===== src/rtl/uart_cmd_parser.sv =====
// UART command parser: turns 5-byte frames (HEADER, ADDR, DH, DL, CHK)
// into register writes.
// Each frame gets an optional ACK (5A) or NAK (EE) response byte.
// If the gap between two bytes inside a frame is too long, the partial
// frame is abandoned.
//
// state    | meaning
// ---------+-------------------------------------------------
// IDLE     | hunting for HEADER, other bytes dropped silently
// GET_ADDR | header seen, waiting for register address
// GET_DH   | waiting for data high byte
// GET_DL   | waiting for data low byte
// GET_CHK  | waiting for checksum byte, frame resolves here
module uart_cmd_parser #(
  parameter logic [7:0]  HEADER      = 8'hA5,
  parameter logic [31:0] TIMEOUT_CYC = 32'd500000,
  parameter logic        ACK_EN      = 1'b1
) (
  input  logic        clk,
  input  logic        rst_n,
  input  logic [7:0]  rx_data,
  input  logic        rx_valid,
  output logic [7:0]  reg_addr,
  output logic [15:0] reg_wdata,
  output logic        reg_wr,
  output logic [7:0]  tx_data,
  output logic        tx_valid,
  input  logic        tx_req,
  output logic        frame_err
);

  typedef enum logic [2:0] {
    IDLE     = 3'd0,
    GET_ADDR = 3'd1,
    GET_DH   = 3'd2,
    GET_DL   = 3'd3,
    GET_CHK  = 3'd4
  } state_t;

  state_t      state, state_nxt;
  logic [31:0] cnt, cnt_nxt;
  logic [7:0]  addr_q, dh_q, dl_q;
  logic [7:0]  sum_exp;
  logic        chk_ok, chk_bad, tmo;
  logic        resp_go;
  logic [7:0]  resp_byte;

  assign sum_exp = addr_q + dh_q + dl_q;

  // Frame sequencing and inter-byte timeout; a byte always wins over timeout.
  always_comb begin
    state_nxt = state;
    cnt_nxt   = cnt;
    chk_ok    = 1'b0;
    chk_bad   = 1'b0;
    tmo       = 1'b0;
    if (rx_valid) begin
      cnt_nxt = '0;
      case (state)
        IDLE:     if (rx_data == HEADER) state_nxt = GET_ADDR;
        GET_ADDR: state_nxt = GET_DH;
        GET_DH:   state_nxt = GET_DL;
        GET_DL:   state_nxt = GET_CHK;
        GET_CHK: begin
          state_nxt = IDLE;
          if (rx_data == sum_exp) chk_ok = 1'b1;
          else                    chk_bad = 1'b1;
        end
        default:  state_nxt = IDLE;
      endcase
    end else if (state != IDLE) begin
      if (cnt == TIMEOUT_CYC - 32'd1) begin
        tmo       = 1'b1;
        state_nxt = IDLE;
        cnt_nxt   = '0;
      end else begin
        cnt_nxt = cnt + 32'd1;
      end
    end
  end

  // State register and inter-byte counter.
  always_ff @(posedge clk or negedge rst_n) begin
    if (!rst_n) begin
      state <= IDLE;
      cnt   <= '0;
    end else begin
      state <= state_nxt;
      cnt   <= cnt_nxt;
    end
  end

  // Capture payload bytes as they arrive.
  always_ff @(posedge clk or negedge rst_n) begin
    if (!rst_n) begin
      addr_q <= '0;
      dh_q   <= '0;
      dl_q   <= '0;
    end else if (rx_valid) begin
      case (state)
        GET_ADDR: addr_q <= rx_data;
        GET_DH:   dh_q   <= rx_data;
        GET_DL:   dl_q   <= rx_data;
        default:  ;
      endcase
    end
  end

  // Register write port, error pulse and response staging.
  always_ff @(posedge clk or negedge rst_n) begin
    if (!rst_n) begin
      reg_addr  <= '0;
      reg_wdata <= '0;
      reg_wr    <= 1'b0;
      frame_err <= 1'b0;
      resp_go   <= 1'b0;
      resp_byte <= '0;
    end else begin
      reg_wr    <= chk_ok;
      frame_err <= chk_bad | tmo;
      resp_go   <= ACK_EN & (chk_ok | chk_bad);
      if (chk_ok) begin
        reg_addr  <= addr_q;
        reg_wdata <= {dh_q, dl_q};
      end
      if (chk_ok | chk_bad) resp_byte <= chk_ok ? 8'h5A : 8'hEE;
    end
  end

  // Single-entry response slot; a response arriving while the slot is full is
  // dropped unless the slot is being emptied in that same cycle.
  always_ff @(posedge clk or negedge rst_n) begin
    if (!rst_n) begin
      tx_valid <= 1'b0;
      tx_data  <= '0;
    end else if (resp_go) begin
      if (!tx_valid || tx_req) begin
        tx_valid <= 1'b1;
        tx_data  <= resp_byte;
      end
    end else if (tx_valid && tx_req) begin
      tx_valid <= 1'b0;
    end
  end

endmodule


===== config.mk =====
export PLATFORM = sky130hd
export DESIGN_NAME = uart_cmd_parser
export DESIGN_NICKNAME = d
export VERILOG_FILES = /design/src/rtl/uart_cmd_parser.sv
export SDC_FILE = /design/constraint.sdc
export NUM_CORES = 1
export LEC_CHECK = 0
export ABC_AREA = 1
export BUFFER_PORTS_ARGS = -buffer_cell sky130_fd_sc_hd__buf_2
export CORE_AREA = 8 8 120 144
export DETAILED_ROUTE_END_ITERATION = 10
export DIE_AREA = 0 0 128 152
export GPL_TIMING_DRIVEN = 0
export MAX_ROUTING_LAYER = met4
export PLACE_DENSITY = 0.56
export SLEW_MARGIN = 20
export SYNTH_ARGS = -nofsm -noshare
export SYNTH_HDL_FRONTEND = slang
export SYNTH_SLANG_ARGS = --single-unit

===== constraint.sdc =====
create_clock -name clk -period 4.95 [get_ports clk]
set_clock_uncertainty 0.15 [all_clocks]
set_input_delay 0.7425 -clock clk [delete_from_list [all_inputs] [get_ports clk]]
set_output_delay 0.7425 -clock clk [all_outputs]
set_load 0.02 [all_outputs]

==> metrics.cfg, run 1 <==
[cts]
cts-htree-levels=3
cts_hold_repair.buffers=0
clock_insertion_delay_worst_skew_ns=0.35
cts-root-buf=sky130_fd_sc_hd__clkbuf_16
numCtsBuffers=9
cts.path.max_buffers=2
cts_clock_pin_slew_for_the_worst_setup_and_hold_paths_ns=0.07
cts.sink_count=93
cts.repair.resized=0
postCtsSetupBuffers=0
tritoncts_clock_tree=built

[setup_path]
critPathSlowestCell=sky130_fd_sc_hd__fa_1
cp-endpoint=reg_addr[0]
worst-r2r-cell-count=13
worst-path-max-fanout=10
end_kind=flop
ff2ff_setup_slack_ns=1.72
critical_path.reg2reg.startpoint=addr_q[1]
worst-setup-path-type=flop to flop
timing.critical_path.required_ns=5.04
crit_arrival_ns=3.32
cpMostUsedCell=sky130_fd_sc_hd__nand2_1
cp-startpoint=addr_q[1]
crit-reg2reg-capture=reg_addr[0]
worstPathCellList=fa_1 -> ha_1 -> fa_1 -> or2_1 -> nand3_1 -> nand2_1 -> nor2_1 -> nand2_2 -> nor2_8 -> nand4_4 -> buf_6 -> nand2_1 -> nand2_1
largest_stage_delay_worst_path_ns=0.50
start_kind=flop

[timing]
tns_ns=0
slew_violations=0
finalWorstPathRequiredPeriod_ns=3.229
rsz0062_at_grt=false
setup_violations=0
max_clock_freq_ghz=0.3097
count_of_endpoints_failing_hold_in_the_final_timing_report=0
max-slew-margin-rel=0.5071
min_period_over_period=0.6523
max_slew.worst_pin.slew_ns=0.7338

[synthesis]
ys_dominant_reg_cell=sky130_fd_sc_hd__dfrtp_1
synth-warning-count=0
syn_avg_cell_area_um2=7.875
synth_fp_nets=676
synth-edff-count=0
yosysSeqAreaShare=0.4553
total_standard_cell_area_after_synthesis_mm2=0.005111
synth-async-reset-ratio=1.000
yosys.cell_types.count=34
synth_seq_cells=93
number_of_instances_in_the_synthesized_netlist=649

[pwr]
static-leakage-power_uw=0.002887
vdd_drop_max_uv=221.2
netSwitchingFraction=0.4387
power.density_mw_per_mm2=541.3
internal_power_uw=1793
combPwrFrac=0.464
switching_power_uw=1401
p_clk_frac=0.206
share_seq_of_total_power=0.331

[finish]
flow.area_growth_from_synthesis_pct=15.45
n_antenna_cell=0
layout-drive-gt1-share=0.1336
final_cells=915
post-route-util=0.3977
final_net_count=733

[floorplan]
initial_core_utilization=0.3445
core.rowCount=49
die_w_um=128
die_y_um=152
die_area_mm2=0.01946
fp.coreArea_mm2=0.01484
design.portCount=47

[status]
run_status=finished clean

[global_routing]
grt_use_total=0.1490
grt_start_max_net_pins=54
via_count_of_the_first_global_routing_pass=4594
grt_antenna_before_repair=0
first_pass_grt_wire_length_mm=22.43
gr-total-overflow=0

[placement]
placement.io_buffers=45
post-dp-hpwl_mm=10.48
inst_count_dp=899
gp_congestion=0.9396

[drt]
avgRoutedWirePerCell_um=14.75
drt_iter0_markers=398
dr.pass1.iters=5
wl_mm=13.50
routed_via_density=4.879
drt.antenna.violating_nets=0
drc=0
num_vias=4464

[worst_hold_path]
min-delay-path-class=input port to asynchronous set/reset pin

[job]
max_cap_viol_count=0

## power groups by stage
stage	Clock, uW	Sequential [uW]	Combinational [uW]
6_report	657	1060	1480
5_1_grt	701	1080	1690
4_1_cts	676	1060	1500
3_5_place_dp	0	1070	1500
3_3_place_gp	0	1070	1460
2_1_floorplan	0	1050	1140
## cells in the final DEF, fill, tap and decap left out, drive strengths merged
| master | n |
|---|---|
| nand2 | 201 |
| dfrtp | 93 |
| inv | 73 |
| buf | 63 |
| nor2 | 58 |
| o21ai | 43 |
| nand3 | 41 |
| nand4 | 40 |
| nor3 | 24 |
| clkbuf | 14 |
| a21oi | 9 |
| xor2 | 8 |
| fa | 8 |
| xnor2 | 7 |
| ha | 7 |
| nor4 | 4 |
| o22ai | 4 |
| mux2 | 3 |
| nand3b | 2 |
| clkinvlp | 2 |
| or2 | 2 |
| clkinv | 2 |
| o21bai | 1 |
| a31oi | 1 |
| conb | 1 |
## layout make-up
type	count	area, um^2
Clock inverter	6	46.29
Fill cell	1605	8936
Multi-Input combinational cell	464	2380
Tap cell	204	255.2
Clock buffer	10	229.0
Buffer	21	137.6
Sequential cell	93	2327
Timing Repair Buffer	46	259.0
Inverter	71	266.5
## per-stage QoR
| step | setup slack, ns | hold WS [ns] | total power (uW) | area (um^2) |
|---|---|---|---|---|
| 3_5_place_dp | 1.682 | 0.2911 | 2570 | 5625 |
| 6_report | 1.721 | 0.1466 | 3194 | 5901 |
| 2_1_floorplan | 2.106 | 0.2686 | 2183 | 5111 |
| 3_3_place_gp | 1.711 | 0.2910 | 2529 | 5592 |
| 5_1_grt | 1.520 | 0.1686 | 3471 | 5901 |
| 4_1_cts | 1.659 | 0.1514 | 3240 | 5901 |
## cells in the mapped netlist, drive strengths merged (7+ instances only)
| cell | instances | area [um^2] |
|---|---|---|
| ha | 7 | 87.58 |
| a21oi | 9 | 48.80 |
| inv | 71 | 266.5 |
| o21ai | 43 | 215.2 |
| nor3 | 24 | 131.4 |
| nand4 | 40 | 265.3 |
| fa | 8 | 160.2 |
| nand2 | 201 | 764.5 |
| xnor2 | 7 | 61.31 |
| dfrtp | 93 | 2327 |
| xor2 | 8 | 70.07 |
| buf | 17 | 122.6 |
| nand3 | 41 | 205.2 |
| nor2 | 58 | 241.5 |
## layer usage
| metal | track usage | wire [um] | vias to the layer above | share of wire |
|---|---|---|---|---|
| met5 | - | 0 | - | 0 |
| met4 | 0.07378 | 427 | 0 | 0.032 |
| met3 | 0.02451 | 563 | 29 | 0.042 |
| met2 | 0.2650 | 7092 | 96 | 0.53 |
| met1 | 0.1550 | 5412 | 2111 | 0.40 |
| li1 | - | - | 2228 | - |
## cell families (layout without fill, tap and decap cells)
family / Yosys count / in the layout / synth area share
XOR/XNOR: 15 / 15 / 0.02570
AND/OR/NAND/NOR: 372 / 372 / 0.3248
flip-flops: 93 / 93 / 0.4553
adder cells (fa/ha/maj): 15 / 15 / 0.04847
buffers and inverters: 92 / 154 / 0.07907
AO/OA/AOI/OAI: 58 / 58 / 0.05924
other: 1 / 1 / 0.0007337
multiplexers: 3 / 3 / 0.006609
## state kept, by name (all words and copies together) (netlist names), 3 cells and up
signal / cells
addr_q: 8
cnt: 32
dh_q: 8
dl_q: 8
reg_addr: 8
reg_wdata: 16
resp_byte: 3
state: 3
tx_data: 3
## worst min path at each step
stage,slack [ns],end,cells after the start
after floorplan,0.27,resp_byte[6],2
after global placement,0.29,resp_byte[6],2
after detailed placement,0.29,resp_byte[6],2
after CTS,0.15,reg_wdata[13],1
after global routing,0.17,reg_addr[2],1
final,0.15,reg_wr,1
## critical path: cells and delay by family (launching register included)
kind	cells	cell delay, ns
AND/OR/NAND/NOR	9	1.12
flip-flops	1	0.43
adder cells (fa/ha/maj)	3	1.21
buffers and inverters	1	0.20
No activity file was read; power rests on OpenSTA's default activity.
==> inputs of run 2 (changes only) <==
--- a/config.mk
+++ b/config.mk
@@ -12,7 +12,7 @@
 export DIE_AREA = 0 0 128 152
 export GPL_TIMING_DRIVEN = 0
 export MAX_ROUTING_LAYER = met4
-export PLACE_DENSITY = 0.56
+export PLACE_DENSITY = 0.58
 export SLEW_MARGIN = 20
 export SYNTH_ARGS = -nofsm -noshare
 export SYNTH_HDL_FRONTEND = slang
==> constraint.sdc (replaced) <==
create_clock -name clk -period 2.7 [get_ports clk]
set_clock_uncertainty 0.15 [all_clocks]
set_input_delay 0.405 -clock clk [delete_from_list [all_inputs] [get_ports clk]]
set_output_delay 0.405 -clock clk [all_outputs]
set_load 0.02 [all_outputs]
==> run 2 against run 1 <==
  * The flow now finishes with violations (negative setup slack)
  * Clock power increased by 89%
  * Core utilization rose by 1.1 points
  * Wire length is 3.7% higher
  * Critical path depth shrank 1
==> metrics.cfg, run 2 (synthesized netlist as in run 1, its figures left out) <==
[status]
run_status=complete, but fails checks
failed_checks=negative setup slack

[worst_hold_path]
min-delay-path-class=input port to flop

[timing]
count_of_endpoints_failing_hold_in_the_final_timing_report=0  ; unchanged
setup_violations=28  ; +28
finalWorstPathRequiredPeriod_ns=3.063  ; -0.1663 ns
max_clock_freq_ghz=0.3265  ; +5.4%
max_slew.worst_pin.slew_ns=0.5704  ; -0.1634 ns
rsz0062_at_grt=true
final_critical_path_setup_slack_ns=-0.3626  ; -2.084 ns
slew_violations=0  ; unchanged
worst_hold_slack_ns=0.1558  ; +0.009184 ns
min_period_over_period=1.134  ; +0.4820
max-slew-margin-rel=0.6198  ; +0.1127

[global_routing]
grt_start_max_net_pins=54  ; unchanged
grt_use_total=0.1555  ; +0.006500
via_count_of_the_first_global_routing_pass=4703  ; +2.4%
gr-total-overflow=0  ; unchanged
grt_antenna_before_repair=0  ; unchanged
grt-busiest-layer=met2
first_pass_grt_wire_length_mm=23.38  ; +4.3%
grt_use_met1=0.1714  ; +0.01634
gr-usage-met2=0.2663  ; +0.001262
grt.met3_usage=0.02486  ; +0.0003501

[finish]
layout_common_cells=189 x sky130_fd_sc_hd__nand2_1, 93 x sky130_fd_sc_hd__dfrtp_1, 68 x sky130_fd_sc_hd__inv_1
final_net_count=745  ; +1.6%
layout-drive-gt1-share=0.1646  ; +0.03098
largest-register=cnt
largest_registers=cnt: 32 flops, reg_wdata: 16 flops
final_common_cell=sky130_fd_sc_hd__nand2_1
largest_reg_flops=32  ; unchanged
flow.area_growth_from_synthesis_pct=18.68
finish.instance_area_mm2=0.006066  ; +2.8%
final_cells=927  ; +1.3%
n_antenna_cell=0  ; unchanged

[pwr]
vdd_drop_max_uv=387.4  ; +75%
static-leakage-power_uw=0.002962  ; +2.6%
total_power_uw=6152  ; +93%
power.density_mw_per_mm2=1014  ; +87%

[floorplan]
die_area_mm2=0.01946  ; unchanged
die_y_um=152  ; unchanged
core.rowCount=49  ; unchanged
die_w_um=128  ; unchanged
fp.coreArea_mm2=0.01484  ; unchanged
initial_core_utilization=0.3445  ; unchanged
design.portCount=47  ; unchanged

[placement]
inst_count_dp=899  ; unchanged
placement.io_buffers=45  ; unchanged
placement.setup.worst_slack_ns=-0.4822  ; -2.164 ns
gp_congestion=0.9101  ; -3.1%
post-dp-hpwl_mm=10.65  ; +1.5%
dpl_cell_area_mm2=0.005630  ; about the same

[setup_path]
critPathSlowestCell=sky130_fd_sc_hd__fa_2
end_kind=flop
crit_arrival_ns=3.16  ; -0.16 ns
timing.critical_path.required_ns=2.80  ; -2.24 ns
worst-path-max-fanout=7  ; -3
worst-setup-path-type=flop to flop
worst_path_dominant_cell_family=adder cells
cpMostUsedCell=sky130_fd_sc_hd__nand2_1
worstPathCellList=fa_1 -> ha_4 -> fa_2 -> xnor2_1 -> nand3_1 -> nor2_2 -> nand2_2 -> nor2_8 -> nand4_4 -> buf_6 -> nand2_1 -> nand2_1
timing.critical_path.buf_inv=1  ; unchanged
largest_stage_delay_worst_path_ns=0.54  ; +0.04 ns
start_kind=flop

[drt]
drt_iter0_markers=304  ; -24%
num_vias=4564  ; +2.2%
drt.antenna.violating_nets=0  ; unchanged
wl_mm=14.00  ; +3.7%
dr.pass1.iters=4  ; -1
avgRoutedWirePerCell_um=15.10  ; +2.4%
drc=0  ; unchanged
routed_via_density=4.923  ; +0.92%

[cts]
cts-htree-levels=3  ; unchanged
cts-root-buf=sky130_fd_sc_hd__clkbuf_16
tritoncts_clock_tree=built
numCtsBuffers=9  ; unchanged
clock_insertion_delay_worst_skew_ns=0.35  ; about the same
cts.path.max_buffers=2  ; unchanged
cts_clock_pin_slew_for_the_worst_setup_and_hold_paths_ns=0.07  ; about the same
cts.sink_count=93  ; unchanged

[job]
max_cap_viol_count=0  ; unchanged

-- run 2: layout make-up --
type                            count  area (um^2)
Sequential cell                    93         2327
Clock buffer                       11        242.7
Timing Repair Buffer               58        366.6
Fill cell                        1568         8771
Multi-Input combinational cell    464         2427
Inverter                           71        266.5
Buffer                             21        137.6
Clock inverter                      5        42.54
Tap cell                          204        255.2
-- run 2: metrics by stage --
stage	setup TNS, ns	util
global placement	-11.10	0.3772
finish	-9.122	0.4088
detailed placement	-11.58	0.3795
CTS	-9.339	0.4081
floorplan	-1.599	-
global route	-13.03	0.4088
-- run 2: routing by layer --
metal,share of wire,wire length (um)
met4,0.028,388
met3,0.042,581
met2,0.52,7299
met5,0,0
met1,0.41,5725
-- run 2: repair_timing --
item / CTS / global route
gates resized for setup: 18 / 1
hold buffers: 1 / 0
endpoints found under the hold margin: 40 / 0
gates cloned: 2 / 0
pin swaps: 7 / 1
buffers inserted: 8 / 1
endpoints found under the setup margin: 28 / 28
-- run 2: report_power, final --
group          internal [uW]  switching, uW  leakage (uW)
sequential              1650            289       0.00125
combinational           1150           1820       0.00158
clock                    662            580      0.000142
-- run 2: worst paths after layout --
| kind | from | end | slack, ns | cells after the start |
|---|---|---|---|---|
| min in group asynchronous | rst_n | reg_addr[2] | 0.38 | 2 |
| worst min register to register | resp_byte[6] | resp_byte[6] | 0.31 | 2 |
| worst max-delay path | addr_q[1] | reg_wdata[9] | -0.36 | 12 |
| max in group asynchronous | rst_n | cnt[28] | 1.41 | 3 |
| worst min-delay path | tx_req | tx_valid | 0.16 | 4 |
| worst max register to register | addr_q[1] | reg_wdata[9] | -0.36 | 12 |
-- run 2: tightest hold or removal path: stages --
cell and delay [ns]:
sky130_fd_sc_hd__buf_2 0.08, sky130_fd_sc_hd__inv_1 0.03, sky130_fd_sc_hd__nand2_1 0.06, sky130_fd_sc_hd__nand2_1 0.05
